--- src/rtl/mem_pkg.sv ---
// Shared types and access-legality helper for the load/store sequencer.
package mem_pkg;

    typedef enum logic [2:0] {
        IDLE,
        RD_ISSUE,
        RD_WAIT,
        WR_ISSUE,
        WR_WAIT,
        DONE
    } lsu_state_t;

    localparam logic [2:0] F3_LB  = 3'b000;
    localparam logic [2:0] F3_LH  = 3'b001;
    localparam logic [2:0] F3_LW  = 3'b010;
    localparam logic [2:0] F3_LBU = 3'b100;
    localparam logic [2:0] F3_LHU = 3'b101;
    localparam logic [2:0] F3_SB  = 3'b000;
    localparam logic [2:0] F3_SH  = 3'b001;
    localparam logic [2:0] F3_SW  = 3'b010;

    // Misaligned address or unsupported funct3 for the given direction.
    function automatic logic access_err(input logic       is_store,
                                        input logic [2:0] funct3,
                                        input logic [1:0] lane);
        logic bad;
        bad = 1'b1;
        if (is_store) begin
            case (funct3)
                F3_SB:   bad = 1'b0;
                F3_SH:   bad = lane[0];
                F3_SW:   bad = (lane != 2'b00);
                default: bad = 1'b1;
            endcase
        end else begin
            case (funct3)
                F3_LB, F3_LBU: bad = 1'b0;
                F3_LH, F3_LHU: bad = lane[0];
                F3_LW:         bad = (lane != 2'b00);
                default:       bad = 1'b1;
            endcase
        end
        return bad;
    endfunction

endpackage

--- src/rtl/lsu_align.sv ---
// Byte/half lane steering: load extract with sign/zero extension and store merge.
module lsu_align
    import mem_pkg::*;
(
    input  logic [2:0]  funct3,
    input  logic [1:0]  lane,
    input  logic [31:0] r_data,
    input  logic [31:0] w_data,
    output logic [31:0] load_data,
    output logic [31:0] merge_data
);

    logic [7:0]  byte_sel;
    logic [15:0] half_sel;

    always_comb begin
        byte_sel = r_data[{lane, 3'b000} +: 8];
        half_sel = r_data[{lane[1], 4'b0000} +: 16];

        case (funct3)
            F3_LB:   load_data = {{24{byte_sel[7]}}, byte_sel};
            F3_LBU:  load_data = {24'h000000, byte_sel};
            F3_LH:   load_data = {{16{half_sel[15]}}, half_sel};
            F3_LHU:  load_data = {16'h0000, half_sel};
            F3_LW:   load_data = r_data;
            default: load_data = '0;
        endcase

        merge_data = r_data;
        case (funct3)
            F3_SB:   merge_data[{lane, 3'b000} +: 8]     = w_data[7:0];
            F3_SH:   merge_data[{lane[1], 4'b0000} +: 16] = w_data[15:0];
            default: merge_data = w_data;
        endcase
    end

endmodule

--- src/rtl/lsu_ctrl.sv ---
// Load/store sequencer: issues word reads/writes to the mmu, RMW for SB/SH, stalls the pipe.
module lsu_ctrl
    import mem_pkg::*;
#(
    parameter int unsigned DATA_WIDTH = 32,
    parameter int unsigned ADDR_WIDTH = 32,
    parameter int unsigned TIMEOUT    = 64
) (
    input  logic                  clk,
    input  logic                  rst,
    input  logic                  req_valid,
    input  logic                  req_we,
    input  logic [2:0]            req_funct3,
    input  logic [ADDR_WIDTH-1:0] req_addr,
    input  logic [DATA_WIDTH-1:0] req_w_data,
    output logic                  stall,
    output logic                  done,
    output logic                  err,
    output logic [DATA_WIDTH-1:0] load_data,
    output logic                  mem_valid,
    output logic                  mem_we,
    output logic [ADDR_WIDTH-1:0] mem_addr,
    output logic [DATA_WIDTH-1:0] mem_w_data,
    input  logic [DATA_WIDTH-1:0] mem_r_data,
    input  logic                  mem_ready
);

    lsu_state_t            state;
    logic                  we_q;
    logic [2:0]            f3_q;
    logic [1:0]            lane_q;
    logic [DATA_WIDTH-1:0] wdata_q;
    logic [31:0]           wait_cnt;
    logic [31:0]           ext_data;
    logic [31:0]           merge_data;
    logic                  timed_out;

    lsu_align u_align (
        .funct3     (f3_q),
        .lane       (lane_q),
        .r_data     (mem_r_data),
        .w_data     (wdata_q),
        .load_data  (ext_data),
        .merge_data (merge_data)
    );

    assign stall     = ((state != IDLE) && (state != DONE)) || ((state == IDLE) && req_valid);
    assign timed_out = (TIMEOUT != 0) && (wait_cnt == TIMEOUT - 1);

    always_ff @(posedge clk) begin
        if (rst) begin
            state      <= IDLE;
            we_q       <= 1'b0;
            f3_q       <= '0;
            lane_q     <= '0;
            wdata_q    <= '0;
            wait_cnt   <= '0;
            done       <= 1'b0;
            err        <= 1'b0;
            load_data  <= '0;
            mem_valid  <= 1'b0;
            mem_we     <= 1'b0;
            mem_addr   <= '0;
            mem_w_data <= '0;
        end else begin
            mem_valid <= 1'b0;
            mem_we    <= 1'b0;
            done      <= 1'b0;
            err       <= 1'b0;
            case (state)
                IDLE: begin
                    if (req_valid) begin
                        we_q       <= req_we;
                        f3_q       <= req_funct3;
                        lane_q     <= req_addr[1:0];
                        wdata_q    <= req_w_data;
                        mem_addr   <= {req_addr[ADDR_WIDTH-1:2], 2'b00};
                        mem_w_data <= req_w_data;
                        if (access_err(req_we, req_funct3, req_addr[1:0])) begin
                            state     <= DONE;
                            done      <= 1'b1;
                            err       <= 1'b1;
                            load_data <= '0;
                        end else if (!req_we || (req_funct3 != F3_SW)) begin
                            state     <= RD_ISSUE;
                            mem_valid <= 1'b1;
                        end else begin
                            state     <= WR_ISSUE;
                            mem_valid <= 1'b1;
                            mem_we    <= 1'b1;
                        end
                    end
                end
                RD_ISSUE: begin
                    state    <= RD_WAIT;
                    wait_cnt <= '0;
                end
                RD_WAIT: begin
                    if (mem_ready) begin
                        if (!we_q) begin
                            state     <= DONE;
                            done      <= 1'b1;
                            load_data <= ext_data;
                        end else begin
                            // Sub-word store: fold the new lane into the word just read back.
                            mem_w_data <= merge_data;
                            state      <= WR_ISSUE;
                            mem_valid  <= 1'b1;
                            mem_we     <= 1'b1;
                        end
                    end else if (timed_out) begin
                        state     <= DONE;
                        done      <= 1'b1;
                        err       <= 1'b1;
                        load_data <= '0;
                    end else begin
                        wait_cnt <= wait_cnt + 32'd1;
                    end
                end
                WR_ISSUE: begin
                    state    <= WR_WAIT;
                    wait_cnt <= '0;
                end
                WR_WAIT: begin
                    if (mem_ready) begin
                        state     <= DONE;
                        done      <= 1'b1;
                        load_data <= '0;
                    end else if (timed_out) begin
                        state     <= DONE;
                        done      <= 1'b1;
                        err       <= 1'b1;
                        load_data <= '0;
                    end else begin
                        wait_cnt <= wait_cnt + 32'd1;
                    end
                end
                DONE:    state <= IDLE;
                default: state <= IDLE;
            endcase
        end
    end

endmodule

--- config.mk ---
export PLATFORM = sky130hd
export DESIGN_NAME = lsu_ctrl
export DESIGN_NICKNAME = d
export VERILOG_FILES = /design/src/rtl/mem_pkg.sv /design/src/rtl/lsu_align.sv /design/src/rtl/lsu_ctrl.sv
export SDC_FILE = /design/constraint.sdc
export NUM_CORES = 1
export LEC_CHECK = 0
export ABC_AREA = 1
export BUFFER_PORTS_ARGS = -buffer_cell sky130_fd_sc_hd__clkbuf_2
export CAP_MARGIN = 20
export CORE_MARGIN = 5
export CORE_UTILIZATION = 50
export CTS_CLUSTER_DIAMETER = 40
export DETAILED_ROUTE_END_ITERATION = 16
export PLACE_DENSITY_LB_ADDON = 0.25
export SLEW_MARGIN = 20
export SYNTH_ARGS = -nofsm -noshare
export SYNTH_HDL_FRONTEND = slang
export SYNTH_HIERARCHICAL = 1
export SYNTH_SLANG_ARGS = --single-unit
--- constraint.sdc ---
create_clock -name clk -period 5.8 [get_ports clk]
set_input_delay 0.87 -clock clk [delete_from_list [all_inputs] [get_ports clk]]
set_output_delay 0.87 -clock clk [all_outputs]
set_load 0.02 [all_outputs]
==> results.cfg <==
[route]
drt_wl_total_mm = 33.6
postRouteAntennaNets = 0
first_pass_iters = 8
drc = 0
vias_per_cell = 5.44
num_vias = 11497
drt-initial-drc-count = 1133
wl_per_cell_um = 15.9

[worst_setup_path]
r2r-end = mem_w_data[8]$_SDFFE_PP0P_
critical_path.slowest_cell = ha_1
endpoint_kind = flop
cp.required_ns = 6.16
startpoint = lane_q[1]$_SDFFE_PP0P_
worstPathArrival_ns = 3.63
rrSetupSlack_ns = 2.53
cp_top_family = buffers and inverters
rr_worst_depth = 9
timing.rr.start = lane_q[1]$_SDFFE_PP0P_
cp_cell_sequence = buf_4 > inv_1 > ha_1 > inv_1 > o21ai_0 > nand2_1 > nand3_1 > nand2_1 > a31oi_1
startpoint_type = flop
max_stage_delay_ns = 0.64
crit_buf_inv = 3
setup.worst_path.class = reg2reg
crit_fanout = 81

[floorplan]
core_area_um2 = 20200
initial_core_util_pct = 50.8
fp-row-count = 52
dieArea_um2 = 23500
fp.dieW_um = 153
io_pins = 205
die_y_um = 153

[timing]
min_period_ns = 3.27
worst_pin_slew_ns = 0.985
post-route-period-util_pct = 56.4
rsz0062_at_grt = no
slew_headroom_pct = 34.1
fmax_mhz = 306
fin_setup_tns_ns = 0
hold_viol = 0
clock_skew_ns = 0.0144
setup_viol = 0
hold-worst-slack_ns = 0.467
finalWorstSetupSlack_ns = 2.53
finalMaxSlewViolations = 0

[cts]
clock_path_buffers = 2
cts.htree.levels = 4
path_clk_slew_ns = 0.08
cts_hold_buf = 0
cts_sinks = 171
cts.root.buffer_cell = clkbuf_16
clock_latency_ns = 0.44
postCtsSetupRepairBufs = 0
cts_resized = 0
cts_buffers = 17
cts_tree = yes

[finish]
final_common_cell = nand2_1
nets = 1942
layout_common_cells = nand2_1 (653), clkbuf_2 (201), a21oi_1 (170), dfxtp_1 (170), nand3_1 (169)
fill_cells = 2013
drive_above_1_share_pct = 15.2
fin_cells = 2115
fin_area_um2 = 11800
n_antenna_cell = 0
final_util_pct = 58.2
syn_to_final_growth_pct = 14.5

[worst_hold_path]
min_path_cells = 2
worstHoldStart = mem_addr[2]$_SDFFE_PP0P_
whs_endpoint = mem_addr[2]$_SDFFE_PP0P_
hold_path.class = reg2reg

[placed_design]
dp.cells = 2082
io_buffers = 202
place_hpwl_mm = 24.1
gp_congestion = 0.973
dpl_worst_slack_ns = 2.41
post_dp_cell_area_um2 = 11100

[synthesis]
synth_cell_type_count = 38
postSynthAreaPerCell_um2 = 6.04
synthCells = 1703
syn_area_um2 = 10300
synth_warnings = 6
yosysSeqAreaShare_pct = 33.3
ys_ff_latch = 171

[global_route]
grt_usage_pct = 27.5
antenna_found_initial = 0
first_global_vias = 10470
grt_overflow = 0
grt_max_degree = 82
grt_first_pass_wirelength_mm = 53.8

[power_and_ir_drop]
totalPowerFinal_mw = 4.56
power_density_nw_per_um2 = 387
ir_drop_uv = 253
p_leak_nw = 5.22

[outcome]
status = complete, no violations

[job]
cap_violations = 0
[cells in the mapped netlist (all sizes together)]
master  instances  area (um2)
a31oi          36         225
clkbuf         38         143
inv           118         443
clkinv          2        7.51
nor2          131         547
nand4           3        18.8
o21a            1        7.51
ha              6        75.1
conb            1        3.75
o21ai          96         507
o211ai          5        37.5
nand3b          1        7.51
nand2         665        2530
nor3b           1        7.51
xor2            9        78.8
buf            62         400
a21oi         170         851
nor3           10        50.1
and3            1        6.26
dfxtp         171        3420
a21boi          1        7.51
nand3         171         873
and3b           1        8.76
xnor2           1        8.76
and2            2        12.5
[registers in the layout, indices dropped and copies added, names as in the netlist, 2 cells and up]
register    cells
mem_w_data     32
mem_addr       30
load_data      32
lane_q          2
wait_cnt       32
wdata_q        32
f3_q            3
state           3
[cell type report]
cell class	instances	area, um2	share of cell area [%]
inverters	120	450	3.83
well taps	270	338	2.87
clock buffers	17	425	3.61
multi-input cells	1313	5880	49.9
flip-flops and latches	171	3420	29.1
clock inverters	15	170	1.45
repair buffers	209	1090	9.22
[power breakdown]
group / switching [mW] / total (mW) / internal, mW
sequential: 0.146 / 1.51 / 1.36
combinational: 1.38 / 1.89 / 0.508
clock: 0.585 / 1.17 / 0.582
total: 2.11 / 4.56 / 2.45
[cell families after synthesis]
family | Yosys count | share of synthesized area (%)
AND/OR/NAND/NOR | 986 | 39.5
AO/OA/AOI/OAI | 309 | 15.9
buffers and inverters | 220 | 9.66
flip-flops | 171 | 33.3
XOR/XNOR | 10 | 0.852
adder cells (fa/ha/maj) | 6 | 0.730
other | 1 | 0.0365
[worst min-delay path, stage by stage (launching register included)]
cell and delay, ns:
dfxtp_1 0.31, nand2_1 0.06, a21oi_1 0.05
[worst max-delay path by stage]
stage	end	depth (start not counted)
after CTS	load_data[1]$_SDFFE_PP0P_	8
after floorplan	stall	2
final	mem_w_data[8]$_SDFFE_PP0P_	9
after global placement	mem_w_data[2]$_SDFFE_PP0P_	6
after global routing	mem_w_data[1]$_SDFFE_PP0P_	10
after detailed placement	mem_w_data[8]$_SDFFE_PP0P_	6
[per-layer routing]
| layer | vias to the layer above | track usage [%] | part of all wire [%] | wire length [um] |
|---|---|---|---|---|
| met4 | 0 | 7.82 | 2.6 | 872 |
| met1 | 5129 | 38.0 | 43 | 14300 |
| li1 | 5743 | - | - | - |
| met3 | 74 | 7.24 | 11 | 3710 |
| met5 | - | 0 | 0 | 0 |
| met2 | 551 | 42.4 | 44 | 14700 |
Power figures use the tool's default switching activity.
